==> config.mk <==
export PLATFORM = sky130hd
export DESIGN_NAME = fmul_share_arbiter
export DESIGN_NICKNAME = d
export VERILOG_FILES = /design/src/rtl/fmul_pkg.sv /design/src/rtl/rr_arbiter.sv /design/src/rtl/fmul_share_arbiter.sv
export SDC_FILE = /design/constraint.sdc
export NUM_CORES = 1
export LEC_CHECK = 0
export ABC_CLOCK_PERIOD_IN_PS = 5500
export CORE_MARGIN = 2
export CORE_UTILIZATION = 43
export DETAILED_ROUTE_END_ITERATION = 12
export PLACE_DENSITY = 0.87
export SLEW_MARGIN = 20
export SYNTH_ARGS = -nofsm -noshare
export SYNTH_HDL_FRONTEND = slang
export SYNTH_SLANG_ARGS = --single-unit
==> constraint.sdc <==
create_clock -name clk -period 5.5 [get_ports clk]
set_input_delay 1.1 -clock clk [delete_from_list [all_inputs] [get_ports clk]]
set_output_delay 1.1 -clock clk [all_outputs]
set_load 0.05 [all_outputs]
==> src/rtl/fmul_pkg.sv <==
// fmul_pkg: 11-bit FloPoCo float layout shared by the fmul arbiter and its users
package fmul_pkg;
  localparam int FP_W    = 11;
  localparam int EXC_HI  = 10;
  localparam int EXC_LO  = 9;
  localparam int SIGN    = 8;
  localparam int EXP_HI  = 7;
  localparam int EXP_LO  = 4;
  localparam int FRAC_HI = 3;
  localparam int FRAC_LO = 0;
  typedef logic [FP_W-1:0] fp_t;
  typedef enum logic [1:0] {ZERO = 2'b00, NORMAL = 2'b01, INF = 2'b10, NAN = 2'b11} exc_e;
endpackage

==> src/rtl/rr_arbiter.sv <==
// rr_arbiter: combinational round-robin grant with a registered rotating pointer
module rr_arbiter #(
  parameter int N = 4,
  localparam int IW = $clog2(N)
) (
  input  logic          clk,
  input  logic          rst_n,
  input  logic [N-1:0]  req,
  output logic [N-1:0]  grant,
  output logic [IW-1:0] gidx
);
  logic [IW-1:0] ptr;
  logic [IW-1:0] j;
  // scan from the farthest index back toward ptr so the nearest requester wins
  always_comb begin
    grant = '0;
    gidx = '0;
    j = '0;
    for (int k = N - 1; k >= 0; k--) begin
      j = IW'((int'(ptr) + k) % N);
      if (req[j]) begin
        grant = '0;
        grant[j] = 1'b1;
        gidx = j;
      end
    end
  end
  // pointer moves just past the winner, only when something was granted
  always_ff @(posedge clk or negedge rst_n)
    if (!rst_n) ptr <= '0;
    else if (|grant) ptr <= (int'(gidx) == N - 1) ? '0 : gidx + 1'b1;
endmodule

==> src/rtl/fmul_share_arbiter.sv <==
// fmul_share_arbiter: round-robin sharing of one fmul among N_REQ requesters with tagged result return
module fmul_share_arbiter
  import fmul_pkg::*;
#(
  parameter int N_REQ    = 4,
  parameter int FMUL_LAT = 1
) (
  input  logic                  clk,
  input  logic                  rst_n,
  input  logic [N_REQ-1:0]      req_valid,
  output logic [N_REQ-1:0]      req_ready,
  input  logic [N_REQ*FP_W-1:0] req_x,
  input  logic [N_REQ*FP_W-1:0] req_y,
  output logic [FP_W-1:0]       mul_x,
  output logic [FP_W-1:0]       mul_y,
  input  logic [FP_W-1:0]       mul_r,
  output logic [N_REQ-1:0]      rsp_valid,
  input  logic [N_REQ-1:0]      rsp_ready,
  output logic [N_REQ*FP_W-1:0] rsp_r
);
  localparam int IW = $clog2(N_REQ);
  logic [N_REQ-1:0] grant, inflight, busy;
  logic [IW-1:0] gidx, tail_idx;
  logic [FMUL_LAT-1:0] pv;
  logic [IW-1:0] pidx [FMUL_LAT];
  logic tail_v;
  assign busy = inflight | rsp_valid;
  assign req_ready = grant;
  assign tail_v = pv[FMUL_LAT-1];
  assign tail_idx = pidx[FMUL_LAT-1];
  rr_arbiter #(.N(N_REQ)) u_arb (
    .clk  (clk),
    .rst_n(rst_n),
    .req  (req_valid & ~busy),
    .grant(grant),
    .gidx (gidx)
  );
  // operand mux to the fmul; idle cycles drive zero
  always_comb begin
    mul_x = '0;
    mul_y = '0;
    for (int i = 0; i < N_REQ; i++)
      if (grant[i]) begin
        mul_x = req_x[i*FP_W +: FP_W];
        mul_y = req_y[i*FP_W +: FP_W];
      end
  end
  // a requester is in flight while any tag stage carries its index
  always_comb begin
    inflight = '0;
    for (int s = 0; s < FMUL_LAT; s++)
      for (int i = 0; i < N_REQ; i++)
        if (pv[s] && pidx[s] == IW'(i)) inflight[i] = 1'b1;
  end
  // tag pipe shadows the fmul stages so each product knows its owner
  always_ff @(posedge clk or negedge rst_n)
    if (!rst_n) begin
      pv <= '0;
      for (int s = 0; s < FMUL_LAT; s++) pidx[s] <= '0;
    end else begin
      pv[0] <= |grant;
      pidx[0] <= gidx;
      for (int s = 1; s < FMUL_LAT; s++) begin
        pv[s] <= pv[s-1];
        pidx[s] <= pidx[s-1];
      end
    end
  // response slots: capture at pipe tail, clear on handshake, data is held
  always_ff @(posedge clk or negedge rst_n)
    if (!rst_n) begin
      rsp_valid <= '0;
      rsp_r <= '0;
    end else begin
      for (int i = 0; i < N_REQ; i++)
        if (tail_v && tail_idx == IW'(i)) begin
          rsp_valid[i] <= 1'b1;
          rsp_r[i*FP_W +: FP_W] <= mul_r;
        end else if (rsp_ready[i]) rsp_valid[i] <= 1'b0;
    end
  a_no_overwrite: assert property (@(posedge clk) disable iff (!rst_n) tail_v |-> !rsp_valid[tail_idx]);
endmodule

Yosys cells after proc, flatten, opt, wreduce, memory -nomap -nowiden

Index checks and enable logic that the tools add are counted.

Bits in registers: 53
Output and inout bits: 74

Add/subtract/negate cells: 4
Magnitude comparators: 8
Eq/ne operators: 4
Multiplexer cells: 45
Bitwise logic cells: 3
Reductions and logical operators: 14

Operators by type and width:

| kind                  | number |
|---|---|
| $mux W11              | 8 |
| $mux W1               | 20 |
| $mux W4               | 4 |
| $lt A2 B3 Y1 const B  | 4 |
| $mux W2               | 5 |
| $bmux W1 S2           | 4 |
| $demux W1 S2          | 4 |
| $ge A2 B1 Y1 const B  | 4 |
| $logic_and A1 B1 Y1   | 8 |
| $reduce_bool A2 Y1    | 4 |
| $add A2 B1 Y2 const B | 2 |
| $add A2 B2 Y2 const B | 2 |
| $and A4 B4 Y4         | 1 |
| $eq A2 B1 Y1 const B  | 2 |
| $eq A2 B2 Y1 const B  | 2 |
| $not A4 Y4            | 1 |
| $or A4 B4 Y4          | 1 |
| $reduce_or A4 Y1      | 1 |
| $logic_not A2 Y1      | 1 |

Logic depth before layout (Yosys ltp)

Word-level depth: 16
Depth in mapped cells: 10
Gate-level depth less buffers: 9

Cells and area by module

A second synthesis with hierarchy kept.

Cells, all modules: 270
Area total of the unflattened synthesis: 3,078.0 sq um

Modules (own cells, without submodules):

| module             | instances | cells an instance | area each (sq um) | sequential area each (sq um) |
|---|---|---|---|---|
| fmul_share_arbiter | 1         | 200               | 2,397.3           | 1,276.2 |
| rr_arbiter         | 1         | 70                | 680.7             | 50.0 |

Worst setup path after synthesis

Ideal clock, no wire load.

Path kind: input -> output
From: input port req_valid[2]
To: output port mul_x[1]
Arrival: 4,596 ps
Data required time: 4,400 ps
Slack: -196 ps
Cell stages on the path: 9
Path through: nor2b_1 > nand2_1 > mux4_2 > mux2i_1 > a31o_2 > inv_2 > clkbuf_1 > a211oi_1 > a211oi_1

Elaborated cells on any way between the ends: 17
Those cells by class: mux: 16; bitwise: 1

RTL lines:

| what                          | RTL line                 | source |
|---|---|---|
| start: declaration            | fmul_share_arbiter.sv:10 | `input logic [N_REQ-1:0] req_valid,` |
| $and A4 B4 Y4 (*)             | fmul_share_arbiter.sv:34 | `.req (req_valid & ~busy),` |
| $bmux W1 S2                   | rr_arbiter.sv:21         | `if (req[j]) begin` |
| $mux W1 (not written as such) | rr_arbiter.sv:21         |  |
| $mux W4 (3 in a row)          | rr_arbiter.sv:21         |  |
| $mux W4 (*)                   | rr_arbiter.sv:21         |  |
| via req_ready[1]              | fmul_share_arbiter.sv:11 | `output logic [N_REQ-1:0] req_ready,` |
| $mux W11 (*) (3 in a row)     | fmul_share_arbiter.sv:43 | `if (grant[i]) begin` |
| end: declaration              | fmul_share_arbiter.sv:14 | `output logic [FP_W-1:0] mul_x,` |

The timed path passes the listed nets; every way through them passes the cells marked *. The select of a mux whose other input is x is not followed.

Final worst setup path

From: input port req_valid[2]
To: output port mul_x[0]

Longest elaborated chain between the ends: 11
Elaborated cells on any way between the ends: 17
Those cells by class: mux: 16; bitwise: 1

Ends and longest elaborated chain:

| what                          | RTL line |
|---|---|
| $and A4 B4 Y4 (*)             | fmul_share_arbiter.sv:34 |
| $bmux W1 S2                   | rr_arbiter.sv:21 |
| $mux W1 (not written as such) | rr_arbiter.sv:21 |
| $mux W4 (3 in a row)          | rr_arbiter.sv:21 |
| $mux W4 (*)                   | rr_arbiter.sv:21 |
| $mux W11 (3 in a row)         | fmul_share_arbiter.sv:43 |
| $mux W11 (*)                  | fmul_share_arbiter.sv:43 |

Every way passes the cells marked *; elsewhere a longest branch is shown, timed or not. The select of a mux whose other input is x is not followed.

==> metrics.txt <==
status completed; postcts setup bufs 0; Initial DRC Count 200; layout overhead on the synthesized area 59.2%; Max Fclk roughly 190 MHz; CTS tree built; Row Count 32; DR WL met2 6.27 mm; Filler cells 594; core region area 7770 um2; Primary FF master, synth dfrtp_1; die area 8760 um2; ant diodes 0; min-delay worst type reg -> reg; Slew HR 53.5%; critical path required time 4.40 ns; vias per inst 5.65; Worst Tran Pin Value just under 0.7 ns; initial antenna violation count 0; worst reg2reg setup slack 1.59 ns; number of buffers added on ports 182; reg2reg end u_arb.ptr[0]; GP Congestion 0.980; final hold vios 0; setup TNS 0 ns; Seq. cell area 1330 um2; Routed Antenna Nets 0; Root Driver clkbuf_8; Die Span Y 93.6 um; grt ovf 0; wire length per cell 17.8 um; Multi-input gate area 2020 um2; Post-synth EDFFs 0; Detailed Place HPWL 9.40 mm; CP max FO 24; Setup Crit Path Kind in -> out; cells after synthesis 433; CTS Buf Count 5; first-pass GRT wire length about 20 mm; Clock Path Buffers 2; CP Launch Point req_valid[2]; RSZ-0062 raised after global routing false; pin count of the biggest net entering global routing between 60 and 70; post-synthesis async set-or-reset flop share 100%; Synth Register Bits 53; fin crit share 95.2%; sequential-to-total area share from yosys stat roughly 38%; syn_nets 549; Yosys cell types 45; drt pass-1 iters 6; reg2reg start u_arb.ptr[1]; I/O pin count 183; commonest non-fill, non-tap cells in the layout clkdlybuf4s50_1, nand2_1, dfrtp_1; Critical Path Start Type primary input; Final Max Tran Viols 0; layout cell share with drive strength beyond 1 around an eighth; vias in the first global route 4007; crit path capture mul_x[0]; depth of the worst register-to-register path 10; final count of negative-setup-slack endpoints 0; Die Width 93.6 um; Met3 Wirelength roughly 1.1 mm; Starting Density 44.5%; number of max-cap violations 0; Total GRT Usage 28.3%; final wirelength between 10 and 15 mm; H-tree depth 2; Yosys warnings 0; Clock transition at path regs approximately 0.090 ns; mapped cell area 3450 um2; Min Clock Period, post-route between 5 and 6 ns; most common cell after layout, fill and taps aside clkdlybuf4s50_1; DR DRC count 0; worst skew pair latency around 0.3 ns; Final nets 717; Worst Skew between 0.009 and 0.01 ns; M1 wire length 4.81 mm; critical path arrival ~4.1 ns; via count approximately 4000; DR top layer met4; CP Capture Type output port; Avg Cell Area, Syn 7.98 um2; CTS sink cnt 53
[sequential cells by signal, indices dropped and copies added, names as in the netlist]
register	cells
pv	1
rsp_valid	4
u_arb.ptr	2
pidx	2
rsp_r	44
[kinds of logic (layout without fill, tap and decap cells)]
group	count (synthesis)	count (layout)	share of synthesized area [%]
buf+inv	42	211	4.96
compound gates	83	83	17.7
flops	53	53	38.4
mux	8	8	4.13
simple gates	239	239	32.0
fa+ha+maj	7	7	2.54
xor+xnor	1	1	0.254
[final cells by class]
cell class                 instances  share of cell area [%]
clock buffer                       6                    1.50
timing repair buffer             191                    33.8
tap                              102                    2.32
inverter                          12                   0.888
multi-input combinational        338                    36.7
sequential                        53                    24.2
clock inverter                     2                   0.683
[cells in the mapped netlist (3+ instances only)]
library cell | number | area share [%]
mux2i_1 | 3 | 0.87
o21ai_0 | 13 | 1.9
nand3_1 | 23 | 3.3
a211oi_1 | 45 | 9.8
clkbuf_1 | 26 | 2.8
mux4_2 | 5 | 3.3
nor2b_1 | 26 | 4.7
ha_1 | 7 | 2.5
inv_1 | 8 | 0.87
nor2_1 | 6 | 0.65
nor3_1 | 23 | 3.3
nor3b_1 | 3 | 0.65
a21oi_1 | 5 | 0.72
o211ai_1 | 6 | 1.3
nand2b_1 | 4 | 0.72
nand2_1 | 139 | 15
dfrtp_1 | 53 | 38
[worst min-delay path by stage]
stage               startpoint         to  cells after the start
global route         rsp_r[26]  rsp_r[26]                      2
CTS                   rsp_r[0]   rsp_r[0]                      2
detailed placement   rsp_r[23]  rsp_r[23]                      2
finish                rsp_r[0]   rsp_r[0]                      2
global placement     rsp_r[41]  rsp_r[41]                      2
floorplan              pidx[0]  rsp_r[10]                      3
[worst max-delay path: stages]
cell,delay (ns)
clkdlybuf4s50_1,0.47
nor2b_2,0.28
nand2_1,0.16
mux4_2,0.56
mux2i_1,0.15
a31o_2,0.28
inv_2,0.33
a211oi_1,0.16
a211oi_1,0.37
buf_4,0.27
[repair_timing]
action	in CTS	in global routing
endpoints found under the setup margin	0	22
hold buffers	0	0
gates resized for setup	0	4
[per-stage QoR]
step                cell area [um2]  setup slack, ns  instances  util, %  hold WS (ns)
finish                         5500            0.265        704     70.8         0.483
global route                   5500            0.112        704     70.8         0.500
CTS                            5480            0.146        704     70.6         0.484
detailed placement             5360            0.235        696     69.0         0.462
global placement               5360            0.293        696     69.0         0.458
floorplan                      3500            0.200        433        -         0.625
[metal layers]
metal | GRT usage (%) | vias up
li1 | - | 1840
met1 | 35.0 | 1892
met2 | 47.0 | 207
met3 | 9.27 | 41
met4 | 8.82 | 0
met5 | 0 | -
Power is not shown: default switching activity piles up to over one toggle a cycle in this logic, so the estimate is an artifact.
